### src/rtl/clockwork_affine_pkg.sv
// Shared types for the affine iteration controllers and their address
// generators.
//   coord_t  : unsigned 16-bit iteration coordinate
//   stride_t : signed 16-bit per-dimension stride
//   acc_t    : signed 32-bit affine accumulator
// term_product() forms one stride*coord term. The coordinate is
// zero-extended before the signed multiply so a large coordinate is never
// read as a negative one.
package clockwork_affine_pkg;

  typedef logic        [15:0] coord_t;
  typedef logic signed [15:0] stride_t;
  typedef logic signed [31:0] acc_t;

  localparam int DIMS_MAX = 4;

  function automatic acc_t term_product(input stride_t stride, input coord_t coord);
    acc_t s_ext;
    acc_t c_ext;
    s_ext = acc_t'(stride);
    c_ext = acc_t'($signed({1'b0, coord}));
    return s_ext * c_ext;
  endfunction

endpackage

### src/rtl/affine_bank_addr_gen_if.sv
// Coordinate-in / bank-port-out bundle for affine_bank_addr_gen.
//   d         : DIMS unsigned coordinates, d[0] outermost
//   valid     : coordinate valid
//   bank_en   : address strobe to the bank
//   bank_addr : bank word address
// master = controller side (drives d/valid), slave = address generator.
interface affine_bank_addr_gen_if
  import clockwork_affine_pkg::*;
#(
  parameter int DIMS   = 3,
  parameter int ADDR_W = 12
);

  coord_t [DIMS-1:0] d;
  logic              valid;
  logic              bank_en;
  logic [ADDR_W-1:0] bank_addr;

  modport master (output d, output valid, input bank_en, input bank_addr);
  modport slave  (input d, input valid, output bank_en, output bank_addr);

endinterface

### src/rtl/affine_bank_addr_gen_term_mul.sv
// affine_term_mul: one registered stride*coord product (pipeline stage 1).
//   clk, rst : clock, synchronous active-high reset
//   en       : capture enable (coordinate valid)
//   coord    : unsigned coordinate
//   prod     : registered signed 32-bit product
module affine_term_mul
  import clockwork_affine_pkg::*;
#(
  parameter stride_t STRIDE = 16'sd0
) (
  input  logic   clk,
  input  logic   rst,
  input  logic   en,
  input  coord_t coord,
  output acc_t   prod
);

  acc_t prod_d;
  acc_t prod_q;

  always_comb begin
    prod_d = prod_q;
    if (en) begin
      prod_d = term_product(STRIDE, coord);
    end
  end

  always_ff @(posedge clk) begin
    if (rst) begin
      prod_q <= '0;
    end else begin
      prod_q <= prod_d;
    end
  end

  assign prod = prod_q;

endmodule

### src/rtl/affine_bank_addr_gen.sv
// affine_bank_addr_gen: maps affine iteration points to bank addresses,
//   addr = (OFFSET + S0*d[0] + S1*d[1] + S2*d[2]) mod DEPTH,
// two-cycle pipeline, one op per cycle, no backpressure.
// Ports:
//   clk, rst  : clock, synchronous active-high reset
//   flush     : drops every in-flight point (counter and flags kept)
//   bus       : slave side of affine_bank_addr_gen_if (d/valid in,
//               bank_en/bank_addr out)
//   op_count  : strobes issued since reset, saturating
//   done      : sticky, set once op_count reaches NUM_OPS
//   oob       : sticky out-of-range flag
// Optional feature: define AFFINE_BANK_ADDR_GEN_BOUNDS_CHECK_EN to flag sums
// outside [0, DEPTH); otherwise oob is tied low and no compare is built.
// Supports DIMS of 1 to 3.
module affine_bank_addr_gen
  import clockwork_affine_pkg::*;
#(
  parameter int          DIMS    = 3,
  parameter int          DEPTH   = 4096,
  parameter int          ADDR_W  = $clog2(DEPTH),
  parameter acc_t        OFFSET  = 32'sd0,
  parameter stride_t     S0      = 16'sd0,
  parameter stride_t     S1      = 16'sd64,
  parameter stride_t     S2      = 16'sd1,
  parameter logic [31:0] NUM_OPS = 32'd4096
) (
  input  logic                 clk,
  input  logic                 rst,
  input  logic                 flush,
  affine_bank_addr_gen_if.slave bus,
  output logic [31:0]          op_count,
  output logic                 done,
  output logic                 oob
);

  acc_t prod [DIMS];

  for (genvar i = 0; i < DIMS; i++) begin : g_term
    localparam stride_t STRIDE = (i == 0) ? S0 : ((i == 1) ? S1 : S2);
    affine_term_mul #(.STRIDE(STRIDE)) u_mul (
      .clk   (clk),
      .rst   (rst),
      .en    (bus.valid),
      .coord (bus.d[i]),
      .prod  (prod[i])
    );
  end

  logic              s1_vld_d, s1_vld_q;
  logic              en_d, en_q;
  logic [ADDR_W-1:0] addr_d, addr_q;
  logic [31:0]       cnt_d, cnt_q;
  logic              done_d, done_q;
  acc_t              sum_c;

  always_comb begin
    s1_vld_d = bus.valid & ~flush;
    sum_c    = OFFSET;
    for (int i = 0; i < DIMS; i++) begin
      sum_c = sum_c + prod[i];
    end
    en_d   = s1_vld_q & ~flush;
    // Truncation is the modulo-DEPTH wrap, negative sums included.
    addr_d = en_d ? sum_c[ADDR_W-1:0] : addr_q;
    cnt_d  = (en_d && (cnt_q != '1)) ? cnt_q + 32'd1 : cnt_q;
    // cnt_d rather than cnt_q so done rises with the strobe that completes the sweep.
    done_d = done_q | (cnt_d >= NUM_OPS);
  end

  always_ff @(posedge clk) begin
    if (rst) begin
      s1_vld_q <= 1'b0;
      en_q     <= 1'b0;
      addr_q   <= '0;
      cnt_q    <= '0;
      done_q   <= 1'b0;
    end else begin
      s1_vld_q <= s1_vld_d;
      en_q     <= en_d;
      addr_q   <= addr_d;
      cnt_q    <= cnt_d;
      done_q   <= done_d;
    end
  end

`ifdef AFFINE_BANK_ADDR_GEN_BOUNDS_CHECK_EN
  logic oob_d, oob_q;

  always_comb begin
    oob_d = oob_q | (en_d & ((sum_c < 0) | (sum_c >= acc_t'(DEPTH))));
  end

  always_ff @(posedge clk) begin
    if (rst) begin
      oob_q <= 1'b0;
    end else begin
      oob_q <= oob_d;
    end
  end

  assign oob = oob_q;
`else
  logic sum_hi_unused;
  assign sum_hi_unused = ^sum_c[31:ADDR_W];
  assign oob           = 1'b0;
`endif

  assign bus.bank_en   = en_q;
  assign bus.bank_addr = addr_q;
  assign op_count      = cnt_q;
  assign done          = done_q;

endmodule
### src/flat_wrapper.sv
// flat-port wrapper written by rule: the top's interface ports become plain ports
module affine_bank_addr_gen_flat import clockwork_affine_pkg::*;
#(
  parameter int          DIMS    = 3,
  parameter int          DEPTH   = 4096,
  parameter int          ADDR_W  = $clog2(DEPTH),
  parameter acc_t        OFFSET  = 32'sd0,
  parameter stride_t     S0      = 16'sd0,
  parameter stride_t     S1      = 16'sd64,
  parameter stride_t     S2      = 16'sd1,
  parameter logic [31:0] NUM_OPS = 32'd4096
)
  (clk, rst, flush, op_count, done, oob, bus_d, bus_valid, bus_bank_en, bus_bank_addr);
  affine_bank_addr_gen_if #(.DIMS(DIMS), .ADDR_W(ADDR_W)) bus_i ();
  input  logic clk;
  input  logic rst;
  input  logic flush;
  output logic [31:0] op_count;
  output logic done;
  output logic oob;
  input wire logic [$bits(bus_i.d)-1:0] bus_d;
  input wire logic [$bits(bus_i.valid)-1:0] bus_valid;
  output wire logic [$bits(bus_i.bank_en)-1:0] bus_bank_en;
  output wire logic [$bits(bus_i.bank_addr)-1:0] bus_bank_addr;
  assign bus_i.d = bus_d;
  assign bus_i.valid = bus_valid;
  assign bus_bank_en = bus_i.bank_en;
  assign bus_bank_addr = bus_i.bank_addr;
  affine_bank_addr_gen #(.DIMS(DIMS), .DEPTH(DEPTH), .ADDR_W(ADDR_W), .OFFSET(OFFSET), .S0(S0), .S1(S1), .S2(S2), .NUM_OPS(NUM_OPS)) u_core (.clk(clk), .rst(rst), .flush(flush), .bus(bus_i), .op_count(op_count), .done(done), .oob(oob));
endmodule
### config.mk
export PLATFORM = sky130hd
export DESIGN_NAME = affine_bank_addr_gen_flat
export DESIGN_NICKNAME = d
export VERILOG_FILES = /design/src/rtl/clockwork_affine_pkg.sv /design/src/rtl/affine_bank_addr_gen_if.sv /design/src/rtl/affine_bank_addr_gen_term_mul.sv /design/src/rtl/affine_bank_addr_gen.sv /design/src/flat_wrapper.sv
export SDC_FILE = /design/constraint.sdc
export NUM_CORES = 1
export LEC_CHECK = 0
export BUFFER_PORTS_ARGS = -buffer_cell sky130_fd_sc_hd__buf_2
export CAP_MARGIN = 5
export CORE_MARGIN = 2
export CORE_UTILIZATION = 30
export CTS_BUF_LIST = sky130_fd_sc_hd__clkbuf_2
export CTS_CLUSTER_DIAMETER = 150
export DETAILED_ROUTE_END_ITERATION = 6
export PLACE_DENSITY_LB_ADDON = 0.2
export SYNTH_ARGS = -nofsm -noshare
export SYNTH_HDL_FRONTEND = slang
export SYNTH_SLANG_ARGS = --single-unit
### constraint.sdc
create_clock -name clk -period 2.4 [get_ports clk]
set_input_delay 0 -clock clk [delete_from_list [all_inputs] [get_ports clk]]
set_output_delay 0 -clock clk [all_outputs]
set_load 0.05 [all_outputs]
==> impl_metrics.py, run 1 <==
metrics = {
    "timing": {
        "setup_viol": 0,
        "fin_hold_ws_ns": 0.460,
        "fmax_mhz": 426,
        "hold_violations": 0,
        "finalCriticalPeriod_ns": 2.35,
        "final_min_period_over_clock_period": 0.978,
        "fin_skew_ns": 0.0151,
        "rsz0062_at_grt": "yes",
        "tightest_slew_ns": 0.579,
        "final_max_slew_viol_count": 0,
        "slew_headroom": 0.614,
    },
    "yosys": {
        "ys_async_sr_fraction": 0,
        "synth.distinct_cells": 52,
        "ys_ff_latch": 65,
        "syn_area_per_cell_sq_um": 8.72,
        "ys_seq_area_frac": 0.403,
        "syn-cell-area_sq_um": 3230,
        "ys_top_cells_by_area": "dfxtp_1, mux2i_1, nor2_1, xnor2_1, xor2_1",
        "synth_top_area_share": 0.403,
        "synth-edff-count": 0,
        "synth_warnings": 0,
        "synth_top_area_cell": "dfxtp_1",
        "synth_nets": 429,
        "synthCells": 370,
        "synth_ff_type": "dfxtp_1",
    },
    "global_route": {
        "grt_max_degree": 66,
        "gr-usage-all-layers": 0.158,
        "grt_pass1_vias": 3141,
        "overflow": 0,
        "antenna_found_initial": 0,
        "grt_pass1_wl_microns": 14600,
    },
    "cts": {
        "cts.sinks": 65,
        "clockRootBuffer": "clkbuf_2",
        "clockBufferDepth": 2,
        "insertion_delay_ns": 0.49,
        "numCtsBuffers": 9,
        "clkTransAtPathRegs_ns": 0.19,
        "cts_max_level": 3,
        "cts_tree": "built",
    },
    "worst_setup_path": {
        "path_class": "register to register",
        "worstPathArrival_ns": 2.73,
        "worstReg2RegStart": "u_core.op_count[8]",
        "worstPathMaxFanout": 3,
        "critPathLaunchType": "register",
        "rr_worst_depth": 6,
        "setup.worst_path.end_class": "register",
        "r2r_end": "u_core.done",
        "rrSetupSlack_ns": 0.05,
        "required_ns": 2.78,
    },
    "cells_and_area": {
        "multiInputGateArea_sq_um": 1830,
        "final_common_cell": "buf_2",
        "fill_cells": 1081,
        "final_area_sq_um": 4650,
        "antenna_cells": 0,
        "synthToLayoutAreaGrowth_pct": 44.1,
        "nNetsFinal": 575,
        "final_cell_mix": "buf_2, nor2_1, buf_4",
        "regArea_sq_um": 1370,
        "layout-drive-gt1-share": 0.347,
    },
    "min_path": {
        "hold_end": "u_core.bus.bank_addr[5]",
        "hp-class": "register to register",
        "worstHoldPathCells": 2,
        "hp-start": "u_core.g_term[2].u_mul.prod[5]",
    },
    "route": {
        "vias_per_cell": 4.75,
        "ant_nets": 0,
        "totalWireLength_microns": 8800,
        "drc": 0,
        "drt-pass1-iter-count": 4,
        "drtIter0Drc": 123,
        "vias": 3124,
        "wire_per_inst_microns": 13.4,
    },
    "die": {
        "chipWidth_microns": 108,
        "io_pins": 99,
        "start_util": 0.311,
        "num_rows": 37,
        "dieArea_sq_um": 11600,
        "core_sq_um": 10400,
        "die_h_microns": 108,
    },
    "power_and_ir_drop": {
        "finalPower_mw": 1.94,
        "power.leakage_nw": 2.02,
        "pwr_density_cell_nw_per_um2": 417,
        "peakVddDrop_mv": 0.300,
    },
    "run_status": {
        "status": "complete, no violations",
    },
    "place": {
        "place_hpwl_microns": 6180,
        "placed_area_sq_um": 4110,
        "portBuffers": 67,
        "place_congestion": 0.885,
    },
    "run": {
        "drv_cap": 0,
    },
}
==> flip-flops by register name (all words and copies together), names as in the netlist <==
signal and flops:
u_core.bus.bank_addr 12, u_core.bus.bank_en 1, u_core.done 1, u_core.g_term.u_mul.prod 18, u_core.op_count 32, u_core.s1_vld_q 1
==> worst max-delay path: stages (launching register included) <==
cell       delay, ns
dfxtp_4         0.38
nand4_1         0.16
or4_4           0.57
or4_4           0.57
mux2i_1         0.15
a2111oi_2       0.28
a41oi_1         0.14
==> cell usage after synthesis, types with 3 or more instances <==
cell / count
dfxtp_1: 65
nor2_1: 55
nand2_1: 32
xnor2_1: 22
mux2i_1: 21
a21oi_1: 18
nand4_1: 15
xor2_1: 14
nand3_1: 13
clkbuf_1: 12
inv_1: 11
nor3_1: 10
a211oi_1: 7
ha_1: 6
nor2b_1: 5
nor4_1: 4
o21ai_0: 4
or3_1: 4
a21o_1: 3
and2_1: 3
buf_1: 3
buf_2: 3
buf_6: 3
nor4_2: 3
==> worst max path at each step <==
stage | startpoint | endpoint | slack [ns]
CTS | u_core.op_count[1] | u_core.done | 0.006
detailed placement | u_core.op_count[9] | u_core.done | -0.12
finish | u_core.op_count[8] | u_core.done | 0.05
global placement | u_core.op_count[9] | u_core.done | -0.09
global route | u_core.op_count[8] | u_core.done | -0.04
floorplan | u_core.op_count[9] | u_core.done | -0.1
==> kinds of logic after synthesis <==
logic type                 share of synthesized area
buffers and inverters                         0.0527
and+or+nand+nor                                0.251
xor gates and xnor gates                      0.0977
AOI/OAI and AO/OA                             0.0962
muxes                                         0.0687
DFF                                            0.403
other                                        0.00116
adders and majority gates                     0.0295
==> cell type report <==
class / count / share of cell area
multi-input combinational: 270 / 0.393
sequential: 65 / 0.294
timing repair buffer: 159 / 0.245
tap: 136 / 0.0366
clock inverter: 6 / 0.0124
clock buffer: 10 / 0.0108
inverter: 11 / 0.00888
==> per-layer routing <==
metal | wire [microns] | GRT usage | vias to the layer above
li1 | - | - | 1578
met1 | 3890 | 0.186 | 1455
met2 | 4250 | 0.270 | 75
met3 | 484 | 0.0466 | 16
met4 | 181 | 0.0586 | 0
met5 | 0 | 0 | -
==> metrics by stage <==
| step | TNS [ns] | cells | setup WS, ns | utilization |
|---|---|---|---|---|
| finish | 0 | 657 | 0.0533 | 0.448 |
| global route | -0.0380 | 657 | -0.0380 | 0.448 |
| CTS | 0 | 657 | 0.00606 | 0.446 |
| detailed placement | -0.123 | 602 | -0.123 | 0.396 |
| global placement | -0.0853 | 602 | -0.0853 | 0.396 |
| floorplan | -0.0977 | 370 | -0.0977 | - |
==> where the power goes <==
group | switching (mW) | internal, mW | total [mW]
Combinational | 0.0938 | 0.0996 | 0.193
Sequential | 0.0134 | 1.09 | 1.10
Clock | 0.405 | 0.239 | 0.644
==> what timing repair did <==
action | in CTS | in global routing
pin swaps | 0 | 2
cloned | 0 | 0
endpoints found under the setup margin | 1 | 3
buffers inserted | 0 | 0
hold endpoints to repair | 65 | 0
hold buffers | 39 | 0
resized for setup | 3 | 5
No activity file was read; power rests on OpenSTA's default activity.
==> run 2: changes to the inputs <==
--- a/config.mk
+++ b/config.mk
@@ -5,13 +5,13 @@
 export SDC_FILE = /design/constraint.sdc
 export NUM_CORES = 1
 export LEC_CHECK = 0
-export BUFFER_PORTS_ARGS = -buffer_cell sky130_fd_sc_hd__buf_2
 export CAP_MARGIN = 5
 export CORE_MARGIN = 2
 export CORE_UTILIZATION = 30
 export CTS_BUF_LIST = sky130_fd_sc_hd__clkbuf_2
 export CTS_CLUSTER_DIAMETER = 150
 export DETAILED_ROUTE_END_ITERATION = 6
+export DONT_BUFFER_PORTS = 1
 export PLACE_DENSITY_LB_ADDON = 0.2
 export SYNTH_ARGS = -nofsm -noshare
 export SYNTH_HDL_FRONTEND = slang
==> constraint.sdc (replaced) <==
create_clock -name clk -period 1.98 [get_ports clk]
set_input_delay 0 -clock clk [delete_from_list [all_inputs] [get_ports clk]]
set_output_delay 0 -clock clk [all_outputs]
set_load 0.05 [all_outputs]
==> impl_metrics.py, run 2 (same netlist as run 1, synthesis figures left out) <==
metrics = {
    "run_status": {
        "status": "finished, violations left",
        "violations": "negative setup slack",
    },
    "route": {
        "drt-pass1-iter-count": 4,
        "drtIter0Drc": 145,
        "vias": 2943,
        "vias_per_cell": 4.76,
        "totalWireLength_microns": 9020,
        "ant_nets": 0,
        "wire_per_inst_microns": 14.6,
        "drc": 0,
    },
    "cells_and_area": {
        "largest_reg_flops": 32,
        "antenna_cells": 0,
        "nNetsFinal": 536,
        "final_cell_mix": "buf_4, nor2_1, dfxtp_1",
        "final_common_cell": "buf_4",
        "fill_cells": 1053,
        "synthToLayoutAreaGrowth_pct": 44.2,
        "layout-drive-gt1-share": 0.336,
    },
    "power_and_ir_drop": {
        "pwr_density_cell_nw_per_um2": 558,
        "power.leakage_nw": 1.84,
        "finalPower_mw": 2.59,
        "peakVddDrop_mv": 0.407,
    },
    "cts": {
        "cts_tree": "built",
        "cts.sinks": 65,
        "insertion_delay_ns": 0.50,
        "clockBufferDepth": 2,
        "cts_max_level": 3,
        "clockRootBuffer": "clkbuf_2",
        "clkTransAtPathRegs_ns": 0.20,
        "numCtsBuffers": 9,
    },
    "min_path": {
        "hp-start": "bus_d[35]",
        "hold_end": "u_core.g_term[2].u_mul.prod[3]",
        "worstHoldPathCells": 3,
        "hp-class": "primary input to register",
    },
    "die": {
        "core_sq_um": 10400,
        "dieArea_sq_um": 11600,
        "num_rows": 37,
        "io_pins": 99,
        "start_util": 0.311,
        "die_h_microns": 108,
        "chipWidth_microns": 108,
    },
    "worst_setup_path": {
        "worstPathArrival_ns": 2.77,
        "cp_common_cell": "or4_4",
        "worstPathMaxFanout": 4,
        "rr_worst_depth": 7,
        "r2r_end": "u_core.done",
        "setup.worst_path.end_class": "register",
        "rrSetupSlack_ns": -0.39,
        "path_class": "register to register",
        "worstReg2RegStart": "u_core.op_count[0]",
        "crit_path_top_delay_cell": "or4_4",
        "slowest_delay_ns": 0.55,
        "cp_cell_sequence": "ha_4, nand3_4, or4_4, or4_4, mux2i_1, a2111oi_2, a41oi_1",
        "required_ns": 2.38,
        "critPathLaunchType": "register",
    },
    "timing": {
        "setup_viol": 11,
        "rsz0062_at_grt": "yes",
        "hold_violations": 0,
        "slew_headroom": 0.518,
        "final_max_slew_viol_count": 0,
        "fin_skew_ns": 0.0330,
        "fin_hold_ws_ns": 0.185,
        "tightest_slew_ns": 0.721,
        "fmax_mhz": 423,
        "finalCriticalPeriod_ns": 2.37,
        "setup_ws_ns": -0.385,
        "setup_tns_ns": -1.74,
        "final_min_period_over_clock_period": 1.19,
    },
    "run": {
        "drv_cap": 0,
    },
    "global_route": {
        "grt_max_degree": 66,
        "grt_pass1_wl_microns": 14700,
        "gr-usage-all-layers": 0.162,
        "grt_pass1_vias": 3031,
        "antenna_found_initial": 0,
        "overflow": 0,
    },
    "place": {
        "place_congestion": 0.854,
        "portBuffers": 0,
        "place_hpwl_microns": 6220,
    },
}
## run 2: worst max-delay path by stage
stage                       startpoint  slack (ns)          end  cells past startpoint
floorplan           u_core.op_count[9]       -0.52  u_core.done                      6
global placement    u_core.op_count[9]       -0.46  u_core.done                      6
detailed placement  u_core.op_count[9]       -0.56  u_core.done                      6
CTS                 u_core.op_count[0]       -0.42  u_core.done                      7
global route        u_core.op_count[9]       -0.50  u_core.done                      7
finish              u_core.op_count[0]       -0.39  u_core.done                      7
## run 2: final cells by class
cell class	instances	area, sq um	share of cell area
clock buffer	11	55.1	0.0118
clock inverter	5	104	0.0223
inverter	11	41.3	0.00888
multi-input combinational	271	1900	0.409
sequential	65	1380	0.296
tap	136	170	0.0366
timing repair buffer	119	1000	0.216
## run 2: timing repair
action | in CTS | in global routing
hold endpoints to repair | 65 | 0
cloned | 0 | 1
hold buffers | 31 | 0
buffers inserted | 3 | 5
setup endpoints to repair | 24 | 30
pin swaps | 4 | 11
gates resized for setup | 4 | 15
## run 2: power by group
| part | switching, mW | total, mW | internal (mW) |
|---|---|---|---|
| Sequential | 0.0311 | 1.35 | 1.32 |
| Combinational | 0.0901 | 0.190 | 0.0995 |
| Clock | 0.502 | 1.06 | 0.556 |
## run 2: stage by stage
step	cells	area (sq um)	setup slack, ns	util
after floorplan	370	3360	-0.517	-
after global placement	562	4000	-0.460	0.386
after detailed placement	562	4000	-0.556	0.386
after CTS	612	4520	-0.419	0.436
after global routing	618	4650	-0.496	0.449
final	618	4650	-0.385	0.449
## run 2: layer usage
metal / track usage / share of wire / up-vias
li1: - / - / 1502
met1: 0.197 / 0.46 / 1368
met2: 0.267 / 0.47 / 64
met3: 0.0551 / 0.057 / 9
met4: 0.0531 / 0.013 / 0
met5: 0 / 0 / -
## run 2: worst max-delay path: cells and delay by family (launching register included)
kind | cells | cell delay (ns)
AO/OA/AOI/OAI | 2 | 0.44
adder cells (fa/ha/maj) | 1 | 0.14
multiplexers | 1 | 0.15
flip-flops | 1 | 0.40
AND/OR/NAND/NOR | 3 | 1.17
